--- src/rtl/adc_fill_sequencer.sv ---
// Per-channel ADC fill sequencer: walks the header/data/checksum mux through one fill
// and strobes the DDR3 write FIFO one cycle behind each loaded mux word.
module adc_fill_sequencer #(
    parameter int ADR_W = 23,
    parameter int CNT_W = 21
) (
    input  logic             clk,
    input  logic             reset,
    input  logic             enable,
    input  logic             trig,
    input  logic [1:0]       fill_type_in,
    input  logic [CNT_W-1:0] num_bursts_in,
    input  logic             fifo_full,
    output logic             select_dat,
    output logic             select_checksum,
    output logic [1:0]       fill_type,
    output logic [CNT_W-1:0] num_fill_bursts,
    output logic [ADR_W-1:0] burst_start_adr,
    output logic [23:0]      fill_num,
    output logic             fifo_wr_en,
    output logic             busy,
    output logic             fill_done,
    output logic [15:0]      missed_trig,
    output logic             overflow
);

    typedef enum logic [1:0] {IDLE, HEADER, DATA, CKSUM} state_t;

    state_t           state, state_nxt;
    logic [1:0]       phase;
    logic [CNT_W-1:0] burst_cnt;
    logic             wr_pend;
    logic             accept;
    logic             last_word;

    // The done cycle is already IDLE, but a trigger there still counts as missed.
    assign accept    = trig & enable & (state == IDLE) & ~fill_done;
    assign last_word = (phase == 2'd3) && (burst_cnt == num_fill_bursts - CNT_W'(1));

    always_ff @(posedge clk) begin
        if (reset) state <= IDLE;
        else       state <= state_nxt;
    end

    always_comb begin
        state_nxt = state;
        case (state)
            IDLE:    if (accept) state_nxt = HEADER;
            HEADER:  state_nxt = (num_fill_bursts == '0) ? CKSUM : DATA;
            DATA:    if (last_word) state_nxt = CKSUM;
            CKSUM:   state_nxt = IDLE;
            default: state_nxt = IDLE;
        endcase
    end

    always_comb begin
        select_dat      = (state == DATA);
        select_checksum = (state == CKSUM);
        busy            = (state != IDLE);
    end

    always_ff @(posedge clk) begin
        if (reset) begin
            phase           <= '0;
            burst_cnt       <= '0;
            wr_pend         <= 1'b0;
            fill_done       <= 1'b0;
            fill_type       <= '0;
            num_fill_bursts <= '0;
            burst_start_adr <= '0;
            fill_num        <= '0;
            missed_trig     <= '0;
            overflow        <= 1'b0;
        end else begin
            // Mux output is registered, so each strobe trails its select cycle by one.
            wr_pend   <= (state == HEADER) || (state == DATA && phase == 2'd3) || (state == CKSUM);
            fill_done <= (state == CKSUM);

            if (state == DATA) begin
                phase <= phase + 2'd1;
                if (phase == 2'd3) burst_cnt <= burst_cnt + CNT_W'(1);
            end else begin
                phase     <= '0;
                burst_cnt <= '0;
            end

            if (accept) begin
                fill_type       <= fill_type_in;
                num_fill_bursts <= num_bursts_in;
            end

            if (state == CKSUM) begin
                fill_num        <= fill_num + 24'd1;
                burst_start_adr <= burst_start_adr + ADR_W'(num_fill_bursts) + ADR_W'(2);
            end

            if (trig && (busy || fill_done) && missed_trig != 16'hFFFF)
                missed_trig <= missed_trig + 16'd1;

            if (wr_pend && fifo_full) overflow <= 1'b1;
        end
    end

    // ADC data cannot stall: a full FIFO just drops the word.
    assign fifo_wr_en = wr_pend & ~fifo_full;

endmodule

--- config.mk ---
export PLATFORM = sky130hd
export DESIGN_NAME = adc_fill_sequencer
export DESIGN_NICKNAME = d
export VERILOG_FILES = /design/src/rtl/adc_fill_sequencer.sv
export SDC_FILE = /design/constraint.sdc
export NUM_CORES = 1
export LEC_CHECK = 0
export BUFFER_PORTS_ARGS = -buffer_cell sky130_fd_sc_hd__buf_2
export CAP_MARGIN = 5
export CORE_UTILIZATION = 30
export DETAILED_ROUTE_END_ITERATION = 10
export MAX_ROUTING_LAYER = met4
export PLACE_DENSITY = 0.55
export REMOVE_ABC_BUFFERS = 1
export SYNTH_ARGS = -nofsm -noshare
export SYNTH_HDL_FRONTEND = slang
export SYNTH_SLANG_ARGS = --single-unit
--- constraint.sdc ---
create_clock -name clk -period 2.7 [get_ports clk]
set_clock_uncertainty 0.05 [all_clocks]
set_input_delay 0.135 -clock clk [delete_from_list [all_inputs] [get_ports clk]]
set_output_delay 0.135 -clock clk [all_outputs]
set_load 0.05 [all_outputs]
== Yosys cells after proc, flatten, opt, wreduce, memory -nomap -nowiden ==
Index checks and enable logic that the tools add are counted.
Cells by class
  add/sub/neg operators: 7
  eq/ne operators: 8
  muxes and demuxes: 4
  bitwise gates (word level): 7
  reduce and logical (&&, ||, !) cells: 13
Operators with widths (count)
  $add A24 B1 Y24 const B: 1
  $add A23 B2 Y23 const B: 1
  $add A23 B21 Y23: 1
  $add A21 B1 Y21 const B: 1
  $eq A21 B21 Y1: 1
  $logic_not A21 Y1: 1
  $sub A21 B1 Y21 const B: 1
  $add A16 B1 Y16 const B: 1
  $ne A16 B16 Y1 const B: 1
  $pmux W2 S4: 1
  $eq A2 B2 Y1 const B: 3
  $logic_and A1 B1 Y1: 5
  $and A1 B1 Y1: 4
  $mux W2: 2
  $logic_or A1 B1 Y1: 3
  $not A1 Y1: 3
  $add A2 B1 Y2 const B: 1
  $eq A2 B1 Y1 const B: 1
  $logic_not A2 Y1: 1
  $ne A2 B1 Y1 const B: 1
  $ne A2 B2 Y1 const B: 1
  $reduce_and A2 Y1: 1
  $reduce_bool A2 Y1: 1
  $reduce_or A2 Y1: 1
  $mux W1: 1
Word-level totals
  register bits after elaboration: 114
  input port bits: 28
  output and inout bits: 92
  word-level logic and storage cells: 50

== Longest topological paths before layout ==
Gate-level depths: netlist of the first run.
  word-level depth: 5
  mapped depth: 13
  depth with buffers taken out: 13

== Least setup slack after synthesis of the first run ==
Ideal clock, no wire load.
  path type: register to register
  start point: register num_fill_bursts[1]
  end point: register burst_start_adr[21]
  data arrival time: 3024 ps
  required time: 2555 ps
  path slack: -470 ps
  cell stages (with the launch flop): 14
  cell sequence: dfxtp_1 > inv_1 > ha_1 > inv_1 > ha_1 > inv_1 > fa_1 > nor2b_1 > o21ai_1 > a21boi_1 > o31a_1 > o21ai_1 > o31a_1 > o311ai_1
Between the ends
  longest elaborated chain between the ends: 2
Ends and longest elaborated chain
  start, declared: line 17  | output logic [CNT_W-1:0] num_fill_bursts,
  start signal, assigned: line 89  | num_fill_bursts <= num_bursts_in;
  $add A23 B21 Y23: line 94  | burst_start_adr <= burst_start_adr + ADR_W'(num_fill_bursts) + ADR_W'(2);
  $add A23 B2 Y23: line 94
  end signal, assigned: line 94
  end, declared: line 18  | output logic [ADR_W-1:0] burst_start_adr,
Every way passes these cells.
A chain may end at the register's enable or synchronous reset.

== Worst setup path in the final report of the first run ==
  start point: register num_fill_bursts[4]
  end point: register burst_start_adr[22]
Same word-level chain as after synthesis.

==> results of run 1 <==
[final cells by class]
cell class	instances	area (µm²)	share of cell area
inverters	24	90.1	0.0101
flip-flops and latches	114	2290	0.258
clock buffers	20	467	0.0525
well taps	280	350	0.0394
multi-input cells	634	4300	0.484
repair buffers	194	1230	0.139
clock inverters	12	155	0.0175
[cell usage in the layout (no fill, tap or decap), drive strengths merged, types with 4 or more instances in the layout]
cell type and instances:
dlygate4sd3 24, o311ai 5, nand3 29, a21oi 60, and3 18, a31oi 8, nor4 9, o21a 5
o31a 5, buf 170, or3 19, nand2b 4, xor2 49, nand4 20, nand3b 5, nor3b 6
clkbuf 20, dfxtp 114, nor3 18, nand2 100, inv 25, a21o 10, ha 52, clkinvlp 5
a211o 7, o211ai 5, nor2b 6, mux2i 7, nor2 81, xnor2 31, or2 4, o21ai 24
a211oi 6
[final timing paths]
| check | startpoint | to | slack, ns |
|---|---|---|---|
| setup / recovery | num_fill_bursts[4]$_SDFFE_PP0P_ | burst_start_adr[22]$_SDFFE_PP0P_ | 0.03 |
| hold / removal | enable | num_fill_bursts[15]$_SDFFE_PP0P_ | 0.16 |
| hold reg to reg | phase[0]$_SDFF_PP0_ | phase[0]$_SDFF_PP0_ | 0.39 |
| setup reg to reg | num_fill_bursts[4]$_SDFFE_PP0P_ | burst_start_adr[22]$_SDFFE_PP0P_ | 0.03 |
[registers in the layout, indices dropped and copies added (netlist names), 2 cells and up]
register and cells:
num_fill_bursts 21, phase 2, state 2, fill_type 2
missed_trig 16, burst_start_adr 23, fill_num 24, burst_cnt 21
[power groups by stage]
stage	clock (mW)	combinational, mW	sequential [mW]
finish	2.40	1.87	1.88
global route	2.52	2.05	1.89
CTS	2.45	1.84	1.87
detailed placement	0	1.78	1.91
global placement	0	1.77	1.91
floorplan	0	0.971	2.16
[kinds of logic after synthesis]
family          Yosys count  synth area share
fa+ha+maj                53             0.101
xor+xnor                 80             0.105
buf+inv                  55            0.0361
flops                   114             0.342
compound gates          163             0.160
mux                       7            0.0105
simple gates            331             0.245
[cell usage after synthesis (6+ instances only)]
| cell | n |
|---|---|
| a211o_1 | 7 |
| a21o_1 | 10 |
| a21oi_1 | 60 |
| a31oi_1 | 7 |
| and3_1 | 18 |
| clkbuf_1 | 24 |
| dfxtp_1 | 114 |
| ha_1 | 52 |
| inv_1 | 24 |
| mux2i_1 | 7 |
| nand2_1 | 100 |
| nand3_1 | 28 |
| nand4_1 | 20 |
| nor2_1 | 80 |
| nor2b_1 | 6 |
| nor3_1 | 18 |
| nor3b_1 | 6 |
| nor4_1 | 7 |
| o21ai_0 | 20 |
| or3_1 | 18 |
| xnor2_1 | 31 |
| xor2_1 | 49 |
[routing by layer]
layer	vias to the layer above	wire, µm	GRT usage
met5	-	0	-
met4	0	180	0.0425
met3	19	1150	0.0434
met2	153	8540	0.274
met1	2953	9260	0.228
li1	3221	-	-
[metrics by stage]
step           instance area [µm²]  hold WS, ns
5_1_grt                       8880        0.193
4_1_cts                       8760        0.143
6_report                      8880        0.164
2_1_floorplan                 6510        0.150
3_3_place_gp                  7820        0.328
3_5_place_dp                  7820        0.331
[critical path, cell delays in order, from the launching register on]
cell and delay, ns:
dfxtp_1 0.32, ha_1 0.33, ha_4 0.29, o21ai_0 0.09
o21ai_1 0.20, nand4_1 0.20, buf_4 0.19, a21o_1 0.16
a211o_1 0.37, a211o_1 0.31, o311ai_1 0.07
[what timing repair did]
item                                    in CTS  in global routing
setup buffers                                5                  0
hold buffers                                24                  0
endpoints found under the setup margin       8                 14
gates cloned                                 0                  0
gates resized for setup                     14                 22
endpoints found under the hold margin       24                  0
pin swaps                                   12                 21
==> reports/qor.csv, run 1 <==
stage,metric,value,unit
route,Avg WL per Cell,15.0,µm
final_layout,share of layout cells above drive strength 1,0.245,
synthesis,Synth Warn #,0,
sta,endpoints failing setup,0,
sta,FMAX,375,MHz
critical_path,worst-path fanout max,4,
synthesis,sequential share of the synthesized area,0.342,
synthesis,synth unique cells,68,
sta,"Hold Vio Cnt, Final",0,
pwr,Lkg Pwr,3.86,nW
cts,clock sink count,114,
hold_path,Hold Path Stages,5,
critical_path,Critical Path RT,2.97,ns
sta,worst-margin pin slew,0.637,ns
synthesis,fraction of registers with async set/reset,0,
grt,largest net degree at the start of global routing,53,
synthesis,cell area after synthesis,6660,µm²
sta,Slew headroom,0.575,
final_layout,area grow syn2layout,33.3,%
pwr,power per standard cell area,691,nW/µm²
cts,clock latency at the later pin of the worst-skew pair,0.43,ns
die,core area,21800,µm²
grt,antenna violations before repair,0,
synthesis,Yosys top cell by area,dfxtp_1,
route,Starting DRT DRC Count,232,
pwr,Peak VDD IR,0.495,mV
sta,Period minus WS final,2.67,ns
synthesis,#FFs+latches synth,114,
route,router iterations before antenna repair,4,
pwr,Flop pwr share,0.305,
pwr,Net Sw Power,2.15,mW
synthesis,number of flops mapped to enable cells by yosys,0,
final_layout,Final Core Density,0.407,
synthesis,syn_area_per_cell,8.30,µm²
critical_path,crit path capture type,register,
grt,GRT Overall Usage,0.176,
route,antenna-violating nets left,0,
die,Initial Utilization,0.305,
cts,clock slew at reported path FFs,0.06,ns
cts,Clock Tree Buf Depth,2,
sta,final period utilization,0.989,
synthesis,Synth Instances,803,
pwr,combinational share of power,0.304,
sta,setup_tns,0,ns
final_layout,"non-filler cells, final",1278,
critical_path,crit path DAT,2.94,ns
sta,max-slew violation count,0,
die,# IOs,120,
synthesis,Synth top area share,0.342,
place,port buffer count,119,
die,Die Y,151,µm
synthesis,Synth Flop Type,dfxtp_1,
grt,first-pass GRT wire length,30600,µm
place,pre-CTS setup slack,-0.176,ns
sta,final worst slack,0.0304,ns
synthesis,"top cells by area, synth","dfxtp_1 34%, ha_1 9.8%, xor2_1 6.4%",
outcome,outcome,"finished, final reports clean",
route,detailed-route via count,6346,
place,global placement routability congestion,0.853,
critical_path,critical path class,register to register,
final_layout,Layout fillers,2221,
final_layout,Antenna diodes,0,
pwr,clock network power share,0.390,
route,# DRC,0,
pwr,Int Power,3.99,mW
pwr,Switching Fraction,0.351,
hold_path,class of the worst hold path,input port to register,
run,Max-Cap Viols,0,
die,FP Rows,54,
cts,CTS HTree Levels,4,
grt,vias in the first global route,5960,
cts,clock root buffer,clkbuf_16,
route,Via density,4.97,
cts,TritonCTS clock tree,done,
cts,cts bufs inserted,17,
place,DP HPWL,13900,µm
critical_path,CP startpoint kind,register,
route,total routed wirelength,19100,µm
place,placed cells,1217,
final_layout,Final nets,1066,
critical_path,reg2reg path depth,10,
die,die area,22800,µm²
sta,RSZ-0062 raised after global routing,true,
pwr,total power,6.14,mW
grt,grt ovf,0,
die,Chip Width,151,µm
(Power assumes the default switching activity.)
==> run 2: changes to the inputs <==
--- a/config.mk
+++ b/config.mk
@@ -5,7 +5,7 @@
 export SDC_FILE = /design/constraint.sdc
 export NUM_CORES = 1
 export LEC_CHECK = 0
-export BUFFER_PORTS_ARGS = -buffer_cell sky130_fd_sc_hd__buf_2
+export BUFFER_PORTS_ARGS = -buffer_cell sky130_fd_sc_hd__clkbuf_2
 export CAP_MARGIN = 5
 export CORE_UTILIZATION = 30
 export DETAILED_ROUTE_END_ITERATION = 10
==> reports/qor.csv, run 2 (synthesis gave the netlist of run 1 again) <==
stage,metric,value,unit,change
route,detailed-route via count,6384,,was 6346
sta,worst-margin pin slew,0.738,ns,was 0.637 ns
route,Avg WL per Cell,15.0,µm,about the same
cts,clock sink count,114,,unchanged
final_layout,"most common cell after layout, fill and taps aside",clkbuf_2,,was buf_2
cts,clock root buffer,clkbuf_16,,unchanged
die,# IOs,120,,unchanged
sta,endpoints failing setup,0,,unchanged
critical_path,"delay-heaviest family, CP",compound AO/OA/AOI/OAI gates,,unchanged
die,die area,22800,µm²,unchanged
pwr,total power,5.93,mW,was 6.14 mW
grt,first-pass GRT wire length,30600,µm,about the same
pwr,power per standard cell area,674,nW/µm²,was 691 nW/µm²
cts,CTS HTree Levels,4,,unchanged
route,Starting DRT DRC Count,278,,was 232
critical_path,worst-path fanout max,3,,was 4
grt,GRT Overall Usage,0.177,,was 0.176
critical_path,CP startpoint kind,register,,unchanged
route,antenna-violating nets left,0,,unchanged
place,DP Area,7820,µm²,about the same
sta,"Hold Vio Cnt, Final",0,,unchanged
grt,grt ovf,0,,unchanged
sta,FMAX,377,MHz,was 375 MHz
critical_path,Worst Path Buf+Inv,4,,was 1
pwr,Lkg Pwr,3.77,nW,was 3.86 nW
grt,vias in the first global route,6074,,was 5960
route,wire length on met1,9440,µm,was 9260 µm
cts,TritonCTS clock tree,done,,unchanged
route,Met2 Wirelength,8560,µm,was 8540 µm
sta,final period utilization,0.983,,was 0.989
final_layout,area grow syn2layout,32.1,%,was 33.3%
route,met3 wire len,1020,µm,was 1150 µm
final_layout,number of flip-flops under the largest register name,24,,unchanged
cts,clock latency at the later pin of the worst-skew pair,0.42,ns,was 0.43 ns
sta,max-slew violation count,0,,unchanged
grt,largest net degree at the start of global routing,68,,was 53
run,Max-Cap Viols,0,,unchanged
place,global placement routability congestion,0.862,,was 0.853
grt,antenna violations before repair,1,,was 0
outcome,outcome,"finished, final reports clean",,unchanged
critical_path,crit path DAT,2.94,ns,about the same
place,port buffer count,119,,unchanged
die,core area,21800,µm²,unchanged
route,Max Used Layer,met4,,unchanged
critical_path,Crit path largest cell delay,0.33,ns,was 0.37 ns
final_layout,Final nets,1067,,was 1066
sta,Slew headroom,0.508,,was 0.575
sta,Period minus WS final,2.65,ns,was 2.67 ns
route,total routed wirelength,19300,µm,was 19100 µm
final_layout,Layout fillers,2217,,was 2221
die,Chip Width,151,µm,unchanged
final_layout,biggest regs,"fill_num: 24 flops, burst_start_adr: 23 flops",,unchanged
pwr,Peak VDD IR,0.471,mV,was 0.495 mV
cts,clock slew at reported path FFs,0.06,ns,about the same
critical_path,r2r setup slk,0.05,ns,was 0.03 ns
sta,RSZ-0062 raised after global routing,true,,unchanged
die,Die Y,151,µm,unchanged
route,router iterations before antenna repair,4,,unchanged
place,DP HPWL,14100,µm,was 13900 µm
final_layout,share of layout cells above drive strength 1,0.242,,was 0.245
cts,cts bufs inserted,17,,unchanged
critical_path,"Cell Chain, Critical Path",inv_2 -> ha_4 -> inv_2 -> ha_4 -> inv_2 -> fa_2 -> nor2b_4 -> o21ai_2 -> a21boi_2 -> o31a_1 -> buf_6 -> o31a_1 -> or3_1 -> a31oi_1,,was ha_1 -> ha_4 -> o21ai_0 -> o21ai_1 -> nand4_1 -> buf_4 -> a21o_1 -> a211o_1 -> a211o_1 -> o311ai_1
hold_path,class of the worst hold path,input port to register,,unchanged
cts,Clock Tree Buf Depth,2,,unchanged
critical_path,Critical Path Most Common Cell,inv_2,,was a211o_1
final_layout,Top reg by flops,fill_num,,unchanged
route,Via density,4.99,,was 4.97
final_layout,post-route cell area,8800,µm²,was 8880 µm²
critical_path,crit path capture type,register,,unchanged
die,Initial Utilization,0.305,,unchanged
critical_path,critical path class,register to register,,unchanged
route,# DRC,0,,unchanged
critical_path,"Slowest-stage cell, CP",dfxtp_2,,was a211o_1
die,FP Rows,54,,unchanged
final_layout,most frequent cells in the layout,"118 x clkbuf_2, 110 x dfxtp_1, 100 x nand2_1",,"was 118 x buf_2, 108 x dfxtp_1, 100 x nand2_1"
critical_path,Critical Path RT,2.99,ns,was 2.97 ns
[run 2: power by group]
part | internal [mW] | switching (mW)
clock network | 1.37 | 0.823
logic | 0.673 | 1.19
registers | 1.78 | 0.0938
total | 3.82 | 2.11
[run 2: timing repair]
item                                   CTS  global route
pin swaps                               11            10
hold buffers                            24             0
endpoints found under the hold margin   24             0
gates cloned                             0             0
setup buffers                            2             3
resized for setup                       16            18
setup endpoints to repair                7            15
[run 2: worst paths after layout]
check | start | endpoint | depth (start not counted)
setup / recovery | num_fill_bursts[1]$_SDFFE_PP0P_ | burst_start_adr[11]$_SDFFE_PP0P_ | 14
hold / removal | reset | overflow$_SDFFE_PP0P_ | 2
setup reg to reg | num_fill_bursts[1]$_SDFFE_PP0P_ | burst_start_adr[11]$_SDFFE_PP0P_ | 14
hold reg to reg | phase[0]$_SDFF_PP0_ | phase[0]$_SDFF_PP0_ | 1
[run 2: stage by stage]
step                TNS [ns]  std cells  hold slack (ns)  utilization  worst slack (ns)
floorplan              -3.77        772            0.150            -            -0.470
global placement      -0.414       1218            0.311        0.358            -0.108
detailed placement    -0.693       1218            0.313        0.358            -0.168
CTS                  -0.0692       1276           0.0541        0.398           -0.0692
global route          -0.297       1280           0.0633        0.403           -0.0722
finish                     0       1280           0.0754        0.403            0.0466
[run 2: cell type report]
type,count,area (µm²),share of cell area
flip-flops and latches,114,2290,0.260
inverters,24,90.1,0.0102
multi-input cells,634,4270,0.486
clock buffers,22,454,0.0516
clock inverters,10,110,0.0125
repair buffers,195,1230,0.140
diodes,1,2.50,0.000284
well taps,280,350,0.0398
[run 2: layer usage]
| layer | track usage | vias to the layer above |
|---|---|---|
| li1 | - | 3241 |
| met1 | 0.222 | 2956 |
| met2 | 0.281 | 167 |
| met3 | 0.0461 | 20 |
| met4 | 0.0485 | 0 |
| met5 | - | - |
[run 2: worst reg2reg max path, cell delays in order, from the launching register on]
cell and delay [ns]:
dfxtp_2 0.33, inv_2 0.05, ha_4 0.25, inv_2 0.04
ha_4 0.15, inv_2 0.05, fa_2 0.22, nor2b_4 0.05
o21ai_2 0.14, a21boi_2 0.08, o31a_1 0.32, buf_6 0.15
o31a_1 0.29, or3_1 0.31, a31oi_1 0.12
